===== src/rtl/notch_inverse_filter_if.sv =====
// Handshake bundle for the notch inverse filter: sample in, reconstructed sample out.
interface notch_inverse_filter_if #(
  parameter int WIDTH = 16
);
  logic                    in_valid_i;
  logic                    in_ready_o;
  logic signed [WIDTH-1:0] y_in_i;
  logic                    out_valid_o;
  logic                    out_ready_i;
  logic signed [WIDTH-1:0] x_out_o;
  logic                    sat_o;

  modport master (
    output in_valid_i, y_in_i, out_ready_i,
    input  in_ready_o, out_valid_o, x_out_o, sat_o
  );
  modport slave (
    input  in_valid_i, y_in_i, out_ready_i,
    output in_ready_o, out_valid_o, x_out_o, sat_o
  );
endinterface


===== src/rtl/notch_inverse_filter.sv =====
// Inverse of the DEM-DAC notch IIR: rebuilds x[n] from y[n] with one shared MAC
// stepped by a small FSM; the clamped output is fed back as history.
module notch_inverse_filter #(
  parameter int WIDTH  = 16,
  parameter int COEF_W = 18,
  parameter int FRAC   = 15,
  parameter int ACC_W  = 48,
  parameter int B1     = -62325,
  parameter int B2     = 32768,
  parameter int A1     = -61702,
  parameter int A2     = 32116
) (
  input logic                  clk_i,
  input logic                  reset_i,
  input logic                  clear_i,
  notch_inverse_filter_if.slave bus
);
  localparam int PROD_W = WIDTH + COEF_W;
  localparam logic signed [COEF_W-1:0] C_A1  = COEF_W'(A1);
  localparam logic signed [COEF_W-1:0] C_A2  = COEF_W'(A2);
  localparam logic signed [COEF_W-1:0] C_NB1 = COEF_W'(-B1);
  localparam logic signed [COEF_W-1:0] C_NB2 = COEF_W'(-B2);
  localparam logic signed [ACC_W-1:0]  RND   = ACC_W'(1) << (FRAC-1);
  localparam logic signed [ACC_W-1:0]  X_MAX = ACC_W'({1'b0, {(WIDTH-1){1'b1}}});
  localparam logic signed [ACC_W-1:0]  X_MIN = ~X_MAX;

  typedef enum logic [1:0] {IDLE, MAC, SAT, OUT} state_t;
  state_t state, state_nx;

  logic [2:0]               term;
  logic signed [WIDTH-1:0]  y_cur, y_d1, y_d2, x_d1, x_d2;
  logic signed [ACC_W-1:0]  acc, rnd_sh;
  logic signed [COEF_W-1:0] coef;
  logic signed [WIDTH-1:0]  opnd;
  logic signed [PROD_W-1:0] prod;
  logic signed [WIDTH-1:0]  x_clamp, x_q;
  logic                     sat_hi, sat_lo, sat_q;
  // [0] pulses the cycle after SAT, [1] is the registered out_valid
  logic [1:0]               vld_pipe;
  logic                     accept, handshake;

  assign accept    = bus.in_valid_i && (state == IDLE);
  assign handshake = vld_pipe[1] && bus.out_ready_i;

  assign bus.in_ready_o  = (state == IDLE);
  assign bus.out_valid_o = vld_pipe[1];
  assign bus.x_out_o     = x_q;
  assign bus.sat_o       = sat_q;

  always_comb begin
    coef = '0;
    opnd = '0;
    case (term)
      3'd1: begin coef = C_A1;  opnd = y_d1; end
      3'd2: begin coef = C_A2;  opnd = y_d2; end
      3'd3: begin coef = C_NB1; opnd = x_d1; end
      3'd4: begin coef = C_NB2; opnd = x_d2; end
      default: ;
    endcase
    prod    = PROD_W'(coef) * PROD_W'(opnd);
    rnd_sh  = (acc + RND) >>> FRAC;
    sat_hi  = rnd_sh > X_MAX;
    sat_lo  = rnd_sh < X_MIN;
    x_clamp = sat_hi ? X_MAX[WIDTH-1:0] : sat_lo ? X_MIN[WIDTH-1:0] : rnd_sh[WIDTH-1:0];
  end

  always_comb begin
    state_nx = state;
    case (state)
      IDLE: if (accept) state_nx = MAC;
      MAC:  if (term == 3'd4) state_nx = SAT;
      SAT:  state_nx = OUT;
      OUT:  if (handshake) state_nx = IDLE;
      default: state_nx = IDLE;
    endcase
    if (clear_i) state_nx = IDLE;
  end

  always_ff @(posedge clk_i or negedge reset_i) begin
    if (!reset_i) state <= IDLE;
    else          state <= state_nx;
  end

  always_ff @(posedge clk_i or negedge reset_i) begin
    if (!reset_i) begin
      term <= '0; y_cur <= '0; acc <= '0;
      y_d1 <= '0; y_d2 <= '0; x_d1 <= '0; x_d2 <= '0;
      x_q <= '0; sat_q <= 1'b0; vld_pipe <= '0;
    end else if (clear_i) begin
      term <= '0; y_cur <= '0; acc <= '0;
      y_d1 <= '0; y_d2 <= '0; x_d1 <= '0; x_d2 <= '0;
      x_q <= '0; sat_q <= 1'b0; vld_pipe <= '0;
    end else begin
      vld_pipe[0] <= (state == SAT);
      vld_pipe[1] <= vld_pipe[0] || (vld_pipe[1] && !bus.out_ready_i);
      case (state)
        IDLE: if (accept) begin
          y_cur <= bus.y_in_i;
          acc   <= ACC_W'(bus.y_in_i) <<< FRAC;
          term  <= 3'd1;
        end
        MAC: begin
          acc  <= acc + ACC_W'(prod);
          term <= term + 3'd1;
        end
        SAT: begin
          x_q   <= x_clamp;
          sat_q <= sat_hi || sat_lo;
          y_d2  <= y_d1;
          y_d1  <= y_cur;
          x_d2  <= x_d1;
          x_d1  <= x_clamp;
        end
        default: ;
      endcase
    end
  end
endmodule


===== src/flat_wrapper.sv =====
// flat-port wrapper written by rule: the top's interface ports become plain ports
module notch_inverse_filter_flat 
#(
  parameter int WIDTH  = 16,
  parameter int COEF_W = 18,
  parameter int FRAC   = 15,
  parameter int ACC_W  = 48,
  parameter int B1     = -62325,
  parameter int B2     = 32768,
  parameter int A1     = -61702,
  parameter int A2     = 32116
)
  (clk_i, reset_i, clear_i, bus_in_valid_i, bus_y_in_i, bus_out_ready_i, bus_in_ready_o, bus_out_valid_o, bus_x_out_o, bus_sat_o);
  notch_inverse_filter_if #(.WIDTH(WIDTH)) bus_i ();
  input logic clk_i;
  input logic reset_i;
  input logic clear_i;
  input wire logic [$bits(bus_i.in_valid_i)-1:0] bus_in_valid_i;
  input wire logic [$bits(bus_i.y_in_i)-1:0] bus_y_in_i;
  input wire logic [$bits(bus_i.out_ready_i)-1:0] bus_out_ready_i;
  output wire logic [$bits(bus_i.in_ready_o)-1:0] bus_in_ready_o;
  output wire logic [$bits(bus_i.out_valid_o)-1:0] bus_out_valid_o;
  output wire logic [$bits(bus_i.x_out_o)-1:0] bus_x_out_o;
  output wire logic [$bits(bus_i.sat_o)-1:0] bus_sat_o;
  assign bus_i.in_valid_i = bus_in_valid_i;
  assign bus_i.y_in_i = bus_y_in_i;
  assign bus_i.out_ready_i = bus_out_ready_i;
  assign bus_in_ready_o = bus_i.in_ready_o;
  assign bus_out_valid_o = bus_i.out_valid_o;
  assign bus_x_out_o = bus_i.x_out_o;
  assign bus_sat_o = bus_i.sat_o;
  notch_inverse_filter #(.WIDTH(WIDTH), .COEF_W(COEF_W), .FRAC(FRAC), .ACC_W(ACC_W), .B1(B1), .B2(B2), .A1(A1), .A2(A2)) u_core (.clk_i(clk_i), .reset_i(reset_i), .clear_i(clear_i), .bus(bus_i));
endmodule

===== config.mk =====
export PLATFORM = sky130hd
export DESIGN_NAME = notch_inverse_filter_flat
export DESIGN_NICKNAME = d
export VERILOG_FILES = /design/src/rtl/notch_inverse_filter_if.sv /design/src/rtl/notch_inverse_filter.sv /design/src/flat_wrapper.sv
export SDC_FILE = /design/constraint.sdc
export NUM_CORES = 1
export LEC_CHECK = 0
export CAP_MARGIN = 20
export CORE_AREA = 2 2 169 253
export CTS_CLUSTER_SIZE = 20
export DETAILED_ROUTE_END_ITERATION = 10
export DIE_AREA = 0 0 171 255
export GPL_ROUTABILITY_DRIVEN = 1
export GPL_TIMING_DRIVEN = 0
export PLACE_DENSITY_LB_ADDON = 0.12
export SLEW_MARGIN = 15
export SYNTH_ARGS = -nofsm -noshare
export SYNTH_HDL_FRONTEND = slang
export SYNTH_SLANG_ARGS = --single-unit

===== constraint.sdc =====
create_clock -name clk_i -period 9.7 [get_ports clk_i]
set_input_delay 1.94 -clock clk_i [delete_from_list [all_inputs] [get_ports clk_i]]
set_output_delay 1.94 -clock clk_i [all_outputs]
set_load 0.02 [all_outputs]

==> results.sh, run 1 <==
export IMPL_status="finished clean"
export IMPL_critPathMaxStageDelay_ps=720
export IMPL_drt_drc_violations_left=0
export IMPL_clockBufferDepth=2
export IMPL_drt_first_pass_iters=5
export IMPL_final_cell_mix="484 x inv_1, 366 x fa_1, 169 x nand2_1"
export IMPL_antenna_found_initial=0
export IMPL_maxCapViolCount=0
export IMPL_num_io_pins=40
export IMPL_postRouteAntennaNets=0
export IMPL_cpMostUsedCell="fa_1"
export IMPL_first_global_vias=16900
export IMPL_final_common_cell="inv_1"
export IMPL_cts_tree="yes"
export IMPL_clock_latency_ps=430
export IMPL_start_util=0.491
export IMPL_synth_top_cells_by_area="fa_1 36%, dfrtp_1 17%, ha_1 8.9%"
export IMPL_drive_above_1_share=0.0495
export IMPL_dp_slack_ps=-681
export IMPL_fmax_mhz=107
export IMPL_relSlewSlack=0.278
export IMPL_syn_area_um2=20400
export IMPL_hold_ws_ps=484
export IMPL_worstMarginPinSlew_ps=1080
export IMPL_vias_per_cell=5.55
export IMPL_pwr_density_cell_nw_per_um2=162
export IMPL_grt_pass1_wl_mm=98.6
export IMPL_diodes=0
export IMPL_place_hpwl_mm=54.9
export IMPL_grt_max_degree=105
export IMPL_final_nets=2765
export IMPL_grt_setup_unrepaired="yes"
export IMPL_die_area_um2=43600
export IMPL_yosys_register_bits=136
export IMPL_cts_root_buf="clkbuf_16"
export IMPL_p_leak_nw=11.4
export IMPL_fin_ws_ps=382
export IMPL_fin_crit_ps=9320
export IMPL_worst_setup_path_end_kind="flip-flop"
export IMPL_die_w_um=171
export IMPL_ys_async_sr_fraction=1.00
export IMPL_cts_sinks=136
export IMPL_stdcell_count=2805
export IMPL_hold_viol=0
export IMPL_placed_cells=2773
export IMPL_vias=15600
export IMPL_port_buffers=38
export IMPL_slowest_stage="clkbuf_1"
export IMPL_ys_seq_area_frac=0.166
export IMPL_rows=92
export IMPL_path_clk_slew_ps=60
export IMPL_yosysWarnings=0
export IMPL_synth_largest_area_cell="fa_1"
export IMPL_yosysTopAreaCellShare=0.361
export IMPL_avgSynthCellArea_um2=9.47
export IMPL_synthFlopType="dfrtp_1"
export IMPL_syn_num_nets=2694
export IMPL_wl_mm=63.9
export IMPL_slew_violations=0
export IMPL_cts_max_level=4
export IMPL_min_path_type="flip-flop to flip-flop"
export IMPL_core_area_um2=41700
export IMPL_die_h_um=255
export IMPL_gp_congestion=0.935
export IMPL_setup_viol=0
export IMPL_first_iter_violations=836
export IMPL_arrival_ps=9650
export IMPL_crit_type="flip-flop to flip-flop"
export IMPL_fin_crit_sh=0.961
export IMPL_synth_edf_count=0
export IMPL_postSynthCellCount=2158
export IMPL_synth_distinct_cells=71
export IMPL_postCtsHoldBufs=0
export IMPL_overflow=0
export IMPL_path_max_fanout=10
export IMPL_grt_total_usage=0.309
export IMPL_critical_path_required_ps=10030
export IMPL_cp_start_kind="flip-flop"
export IMPL_skew_ps=12.8
export IMPL_area_growth_syn_to_layout_pct=9.74
export IMPL_irDropWorstVdd_v=0.000108
export IMPL_numCtsBuffers=17
export IMPL_wl_per_cell_um=22.8
==> synth_stat cells (3+ instances only) <==
| cell | instances |
|---|---|
| and3_2 | 4 |
| nand2b_1 | 10 |
| a221o_2 | 4 |
| nand4_1 | 19 |
| mux2i_1 | 60 |
| nor2b_1 | 5 |
| nor3_1 | 18 |
| o2111ai_1 | 3 |
| fa_1 | 369 |
| a31oi_1 | 11 |
| and4_1 | 4 |
| nand2_1 | 169 |
| a21oi_1 | 98 |
| buf_2 | 3 |
| o21bai_1 | 10 |
| o31ai_1 | 4 |
| clkbuf_1 | 56 |
| xor2_1 | 26 |
| o211ai_1 | 3 |
| buf_6 | 3 |
| xnor2_1 | 44 |
| inv_1 | 486 |
| and3_1 | 14 |
| a21o_1 | 30 |
| or2_2 | 4 |
| a21boi_0 | 3 |
| nand3_1 | 36 |
| nor2_1 | 167 |
| a221oi_1 | 14 |
| and4_2 | 3 |
| a211oi_1 | 13 |
| a221o_1 | 24 |
| and2_1 | 4 |
| a22o_1 | 27 |
| dfrtp_1 | 136 |
| or3_1 | 6 |
| ha_1 | 146 |
| o21ai_0 | 61 |
| buf_1 | 14 |
| o21a_1 | 8 |
==> final timing paths <==
path / start / end / slack, ps / cells after the start
setup / recovery: u_core.term[0]$_DFFE_PN0P_ / u_core.acc[46]$_DFFE_PN0P_ / 380 / 26
hold / removal: u_core.vld_pipe[0]$_DFF_PN0_ / u_core.vld_pipe[1]$_DFF_PN0_ / 480 / 2
setup reg to reg: u_core.term[0]$_DFFE_PN0P_ / u_core.acc[46]$_DFFE_PN0P_ / 380 / 26
hold reg to reg: u_core.vld_pipe[0]$_DFF_PN0_ / u_core.vld_pipe[1]$_DFF_PN0_ / 480 / 2
max in group asynchronous: reset_i / u_core.acc[25]$_DFFE_PN0P_ / 7500 / 2
min in group asynchronous: reset_i / u_core.acc[1]$_DFFE_PN0P_ / 1370 / 1
==> stage by stage <==
stage	area [µm²]	setup TNS [ps]	util	power [mW]
after floorplan	20400	0	-	2.19
after global placement	21500	-13360	0.517	2.90
after detailed placement	21700	-5110	0.521	2.94
after CTS	22400	0	0.537	3.64
after global routing	22400	-30.4	0.538	3.91
final	22400	0	0.538	3.64
==> area by class of cell <==
class                      instances  area [µm²]
fill                            3969       19200
sequential                       136        3400
timing repair buffer              53         539
tap                              564         706
inverter                         486        1830
buffer                            78         353
clock buffer                      19         443
multi-input combinational       1457       15000
clock inverter                    12         175
==> repair_timing <==
| action | 4_1_cts | 5_1_grt |
|---|---|---|
| setup buffers | 2 | 0 |
| hold endpoints to repair | 0 | 0 |
| endpoints found under the setup margin | 14 | 14 |
| resized for setup | 11 | 16 |
==> logic make-up after synthesis <==
group / count (synthesis) / share of synthesized area
flops: 136 / 0.166
compound gates: 336 / 0.112
simple gates: 475 / 0.105
xor+xnor: 70 / 0.0300
fa+ha+maj: 515 / 0.451
mux: 61 / 0.0299
buf+inv: 565 / 0.106
==> layer usage <==
| metal | vias up | share of wire | global-route usage |
|---|---|---|---|
| met5 | - | 0 | 0 |
| met4 | 0 | 0.083 | 0.205 |
| met3 | 203 | 0.037 | 0.0339 |
| met2 | 450 | 0.54 | 0.575 |
| met1 | 7939 | 0.34 | 0.328 |
| li1 | 6988 | - | - |
==> worst max-delay path: cells and delay by family (launching register included) <==
kind            cells  cell delay [ps]
buf+inv             5             1220
simple gates        9             2300
fa+ha+maj           9             4220
compound gates      3             1060
flops               1              400
==> flip-flops by register name, indices dropped and copies added (netlist names) <==
name	count
u_core.y_d2	16
u_core.x_d1	16
u_core.state	2
u_core.bus.sat_o	1
u_core.vld_pipe	2
u_core.y_d1	16
u_core.y_cur	16
u_core.term	3
u_core.acc	48
u_core.x_d2	16
==> power breakdown <==
part	leakage (nW)	switching, mW	internal [mW]
clock network	0.295	0.255	0.435
logic	9.25	1.31	0.718
registers	1.85	0.241	0.679
total	11.4	1.80	1.83
Note: power is estimated with default switching activity, not from simulation.
==> run 2, diff against run 1 <==
Settings changed: ABC_AREA set to 1, CORE_AREA 2 2 169 253 to 2 2 172 259, CTS_CLUSTER_DIAMETER set to 40, DIE_AREA 0 0 171 255 to 0 0 174 261, RECOVER_POWER set to 50.
==> run 2 against run 1 <==
The run now ends with max-capacitance violations, max-slew violations left. Critical path depth grew 7. Area after synthesis grew 4.5%. Die area grew 4.1%. Synthesized cell count grew 24%. Core utilization grew 0.10 points. Critical path type unchanged.
==> results.sh, run 2 <==
export IMPL_synth_distinct_cells=49
export IMPL_syn_num_nets=3216
export IMPL_p_leak_nw=12.1
export IMPL_cts_max_level=4
export IMPL_largest_register="u_core.acc"
export IMPL_die_w_um=174
export IMPL_irDropWorstVdd_v=0.000154
export IMPL_postRouteAntennaNets=0
export IMPL_yosysWarnings=0
export IMPL_final_cell_mix="743 x inv_1, 472 x nand2_1, 365 x fa_1"
export IMPL_placed_cells=3305
export IMPL_crit_type="flip-flop to flip-flop"
export IMPL_grt_max_degree=107
export IMPL_wl_mm=66.6
export IMPL_clock_latency_ps=440
export IMPL_path_max_fanout=10
export IMPL_multi_input_area_um2=15000
export IMPL_drive_above_1_share=0.0423
export IMPL_grt_setup_unrepaired="no"
export IMPL_postCtsHoldBufs=0
export IMPL_drt_first_pass_iters=7
export IMPL_slew_violations=139
export IMPL_clockBufferDepth=2
export IMPL_relSlewSlack=-2.81
export IMPL_rows=94
export IMPL_cts_sinks=136
export IMPL_hold_viol=0
export IMPL_vias_per_cell=5.21
export IMPL_synth_edf_count=0
export IMPL_setup_viol=0
export IMPL_cp_start_kind="flip-flop"
export IMPL_seq_area_um2=3400
export IMPL_first_global_vias=18700
export IMPL_p_total_mw=3.36
export IMPL_area_growth_syn_to_layout_pct=9.27
export IMPL_skew_ps=8.52
export IMPL_final_common_cell="inv_1"
export IMPL_largest_reg_flops=48
export IMPL_final_nets=3292
export IMPL_synthMostInstantiatedCell="inv_1"
export IMPL_slowest_stage="fa_1"
export IMPL_die_area_um2=45400
export IMPL_die_h_um=261
export IMPL_failed_checks="max-capacitance violations, max-slew violations"
export IMPL_cts_root_buf="clkbuf_16"
export IMPL_overflow=0
export IMPL_syn_area_um2=21400
export IMPL_core_area_um2=43300
export IMPL_yosys_register_bits=136
export IMPL_synth_largest_area_cell="fa_1"
export IMPL_port_buffers=38
export IMPL_fmax_mhz=110
export IMPL_ys_async_sr_fraction=1.00
export IMPL_antenna_found_initial=0
export IMPL_diodes=0
export IMPL_numCtsBuffers=17
export IMPL_cts_tree="yes"
export IMPL_worstMarginPinSlew_ps=5720
export IMPL_path_clk_slew_ps=60
export IMPL_start_util=0.494
export IMPL_grt_pass1_wl_mm=105
export IMPL_pwr_density_cell_nw_per_um2=144
export IMPL_vias=17400
export IMPL_num_io_pins=40
export IMPL_stdcell_count=3345
export IMPL_ys_seq_area_frac=0.159
export IMPL_grt_total_usage=0.307
export IMPL_critPathMaxStageDelay_ps=760
export IMPL_arrival_ps=9420
export IMPL_fin_tns_setup_ps=0
export IMPL_critical_path_required_ps=10000
export IMPL_drt_drc_violations_left=0
export IMPL_min_path_type="flip-flop to flip-flop"
export IMPL_first_iter_violations=1198
export IMPL_wl_per_cell_um=19.9
export IMPL_place_hpwl_mm=58.6
export IMPL_yosysTopAreaCellShare=0.346
export IMPL_worst_setup_path_end_kind="flip-flop"
export IMPL_postSynthCellCount=2680
export IMPL_maxCapViolCount=2
export IMPL_synthFlopType="dfrtp_1"
export IMPL_status="complete, but fails checks"
export IMPL_gp_congestion=0.963
export IMPL_fin_crit_sh=0.941
export IMPL_fin_crit_ps=9130
export IMPL_num_fill_cells=4263
export IMPL_synth_top_cells_by_area="fa_1 35%, dfrtp_1 16%, inv_1 13%"
export IMPL_synth_common_cells="745 x inv_1, 472 x nand2_1, 369 x fa_1"
export IMPL_avgSynthCellArea_um2=7.97
==> run 2: changes by cell type after synthesis, sizes merged, moves of 25 or more <==
cell,change
mux2i,-60
o21ai,+66
o22ai,+93
a21o,-25
inv,+265
nand3,+30
a221o,-27
xnor2,-33
nand2,+315
nor2,+97
==> run 2: critical path, delay by kind of cell, from the launching register on <==
family | cells | cell delay [ps]
and+or+nand+nor | 9 | 1500
adders and majority gates | 8 | 4180
DFF | 1 | 400
AOI/OAI and AO/OA | 4 | 700
buffers and inverters | 12 | 2170
==> run 2: through the flow <==
step	cell area [µm²]	worst slack (ps)	hold WS [ps]	util
3_5_place_dp	22600	-689	452	0.523
4_1_cts	23300	94.7	465	0.538
3_3_place_gp	22500	-646	448	0.519
2_1_floorplan	21400	1780	438	-
5_1_grt	23300	5.02	504	0.539
6_report	23300	573	466	0.539
==> run 2: logic make-up after synthesis <==
family | share of synthesized area
AO/OA/AOI/OAI | 0.0936
XOR/XNOR | 0.0114
adder cells (fa/ha/maj) | 0.431
buffers and inverters | 0.142
flip-flops | 0.159
AND/OR/NAND/NOR | 0.162
==> run 2: final cells by class <==
class                   count  area share
multi-input cells        1743       0.643
flip-flops and latches    136       0.146
inverters                 754       0.121
well taps                 576      0.0309
repair buffers             58      0.0248
clock buffers              19      0.0190
plain buffers              46     0.00868
clock inverters            13     0.00622
==> run 2: worst paths after layout <==
check | depth (start not counted) | to | slack, ps | from
worst max register to register | 33 | u_core.acc[44]$_DFFE_PN0P_ | 570 | u_core.term[0]$_DFFE_PN0P_
worst min register to register | 2 | u_core.vld_pipe[1]$_DFF_PN0_ | 470 | u_core.vld_pipe[0]$_DFF_PN0_
max in group asynchronous | 2 | u_core.acc[42]$_DFFE_PN0P_ | 1570 | reset_i
worst max-delay path | 33 | u_core.acc[44]$_DFFE_PN0P_ | 570 | u_core.term[0]$_DFFE_PN0P_
min in group asynchronous | 1 | u_core.x_d2[4]$_DFFE_PN0P_ | 1920 | reset_i
worst min-delay path | 2 | u_core.vld_pipe[1]$_DFF_PN0_ | 470 | u_core.vld_pipe[0]$_DFF_PN0_
==> run 2: what timing repair did <==
item / 4_1_cts / 5_1_grt
pin swaps: 0 / 1
buffers inserted: 0 / 8
gates resized for setup: 14 / 8
setup endpoints to repair: 12 / 12
==> run 2: metal layers <==
| layer | part of all wire | track usage |
|---|---|---|
| met5 | 0 | 0 |
| met1 | 0.38 | 0.348 |
| met2 | 0.51 | 0.554 |
| met4 | 0.079 | 0.205 |
| met3 | 0.030 | 0.0289 |
==> run 2: power by group <==
| group | internal [mW] | switching [mW] | total, mW |
|---|---|---|---|
| Clock | 0.388 | 0.272 | 0.660 |
| Combinational | 0.576 | 1.23 | 1.81 |
| Sequential | 0.675 | 0.216 | 0.891 |
==> run 3, diff against run 2 <==
Settings changed: ABC_AREA 1 to not set, CORE_AREA 2 2 172 259 to 2 2 169 253, DIE_AREA 0 0 174 261 to 0 0 171 255.
==> run 3 against run 2 <==
The flow still finishes with violations (max-capacitance violations, max-slew violations). Non-clock buffer count increased by 27. Register-to-register slack got worse by 200 ps. Global-route usage increased by 0.20 points. First-iteration DRC count decreased by 31%. Cell area decreased by 4.1%. Clock power increased by 4.8%. Combinational power increased by 12%. Routed wire length decreased by 3.9%. Count of clock-buffer cells in the layout unchanged.
==> results.sh, run 3 (same netlist as run 1, synthesis figures left out) <==
export IMPL_status="complete, but fails checks"
export IMPL_failed_checks="max-capacitance violations, max-slew violations"
export IMPL_wl_per_cell_um=22.8
export IMPL_area_growth_syn_to_layout_pct=9.56
export IMPL_hold_viol=0
export IMPL_wl_mm=64.0
export IMPL_vias_per_cell=5.55
export IMPL_grt_setup_unrepaired="yes"
export IMPL_setup_viol=0
export IMPL_drive_above_1_share=0.0482
export IMPL_critical_path_required_ps=10010
export IMPL_reg2regPathDepth=25
export IMPL_port_buffers=38
export IMPL_worst_setup_path_end_kind="flip-flop"
export IMPL_first_global_vias=16900
export IMPL_largest_register="u_core.acc"
export IMPL_arrival_ps=9640
export IMPL_antenna_found_initial=0
export IMPL_fin_ws_ps=371
export IMPL_path_clk_slew_ps=60
export IMPL_cts_max_level=4
export IMPL_critPathMaxStageDelay_ps=730
export IMPL_num_fill_cells=3975
export IMPL_hold_ws_ps=490
export IMPL_drt_first_pass_iters=5
export IMPL_final_cell_mix="484 x inv_1, 366 x fa_1, 169 x nand2_1"
export IMPL_rows=92
export IMPL_numCtsBuffers=17
export IMPL_fin_crit_sh=0.962
export IMPL_slowest_stage="clkbuf_1"
export IMPL_min_path_type="flip-flop to flip-flop"
export IMPL_drt_drc_violations_left=0
export IMPL_worst_path_buf_inv=4
export IMPL_path_max_fanout=10
export IMPL_maxCapViolCount=2
export IMPL_clockBufferDepth=2
export IMPL_path_depth=25
export IMPL_grt_total_usage=0.309
export IMPL_cpMostUsedCell="fa_1"
export IMPL_core_area_um2=41700
export IMPL_grt_max_degree=105
export IMPL_placed_cells=2773
export IMPL_clock_latency_ps=430
export IMPL_fin_crit_ps=9330
export IMPL_dp_slack_ps=-681
export IMPL_slew_violations=139
export IMPL_first_iter_violations=831
export IMPL_largest_reg_flops=48
export IMPL_final_nets=2765
export IMPL_overflow=0
export IMPL_p_leak_nw=11.4
export IMPL_cp_start_kind="flip-flop"
export IMPL_grt_pass1_wl_mm=98.6
export IMPL_die_h_um=255
export IMPL_start_util=0.491
export IMPL_vias=15600
export IMPL_crit_type="flip-flop to flip-flop"
export IMPL_relSlewSlack=-2.81
export IMPL_diodes=0
export IMPL_hold_path_depth=2
export IMPL_stdcell_count=2805
export IMPL_skew_ps=10.9
export IMPL_postRouteAntennaNets=0
export IMPL_pwr_density_cell_nw_per_um2=162
export IMPL_num_io_pins=40
export IMPL_cts_root_buf="clkbuf_16"
export IMPL_gp_congestion=0.935
export IMPL_cts_tree="yes"
export IMPL_cts_sinks=136
export IMPL_die_w_um=171
export IMPL_fmax_mhz=107
export IMPL_final_common_cell="inv_1"
export IMPL_cpLargestDelayFamily="adder cells"
export IMPL_die_area_um2=43600
export IMPL_place_hpwl_mm=54.9
export IMPL_irDropWorstVdd_v=0.000109
export IMPL_worstMarginPinSlew_ps=5720
run 3: changes by cell type in the layout (fill, tap and decap cells not counted), moves of 23 or more:
cell / change
a21o_1: +24
a221o_1: +23
inv_1: -259
mux2i_1: +60
nand2_1: -303
nand3_1: -29
nor2_1: -86
o21ai_0: -51
o22ai_1: -93
xnor2_1: +33
run 3: metal layers:
metal / track usage / vias up / wire, µm
met2: 0.575 / 451 / 34300
met5: 0 / - / 0
met4: 0.205 / 0 / 5290
li1: - / 6990 / -
met3: 0.0339 / 198 / 2450
met1: 0.328 / 7919 / 21900
run 3: tightest hold or removal path, cell delays in order (launching register included):
cell and delay, ps:
dfrtp_1 320, a21oi_1 40, nor2_1 90
run 3: repair_timing:
item                                    CTS  global route
hold buffers                              0             0
setup buffers                             2             0
gates resized for setup                  11            16
endpoints found under the setup margin   14            14
run 3: per-stage QoR:
step	instance area (µm²)	util	setup TNS, ps	power [mW]
after floorplan	20400	-	0	2.19
after global placement	21500	0.517	-13360	2.90
after detailed placement	21700	0.521	-5110	2.94
after CTS	22400	0.537	0	3.64
after global routing	22400	0.538	-30.4	3.91
final	22400	0.538	0	3.64
run 3: cell type report:
cell class | instances | area, µm² | area share
plain buffers | 78 | 352 | 0.0157
clock buffers | 19 | 443 | 0.0198
well taps | 564 | 706 | 0.0315
inverters | 486 | 1830 | 0.0816
flip-flops and latches | 136 | 3400 | 0.152
repair buffers | 53 | 504 | 0.0225
multi-input cells | 1457 | 15000 | 0.669
clock inverters | 12 | 175 | 0.00782
run 3: worst paths after layout:
path,startpoint,end,slack [ps]
worst max-delay path,u_core.term[0]$_DFFE_PN0P_,u_core.acc[47]$_DFFE_PN0P_,370
worst min-delay path,u_core.vld_pipe[0]$_DFF_PN0_,u_core.vld_pipe[1]$_DFF_PN0_,490
worst max register to register,u_core.term[0]$_DFFE_PN0P_,u_core.acc[47]$_DFFE_PN0P_,370
worst min register to register,u_core.vld_pipe[0]$_DFF_PN0_,u_core.vld_pipe[1]$_DFF_PN0_,490
max in group asynchronous,reset_i,u_core.acc[40]$_DFFE_PN0P_,1320
min in group asynchronous,reset_i,u_core.acc[1]$_DFFE_PN0P_,2030
run 3: power by group:
part	switching [mW]	internal [mW]	total [mW]
Clock	0.257	0.435	0.692
Sequential	0.241	0.679	0.920
Combinational	1.31	0.716	2.02
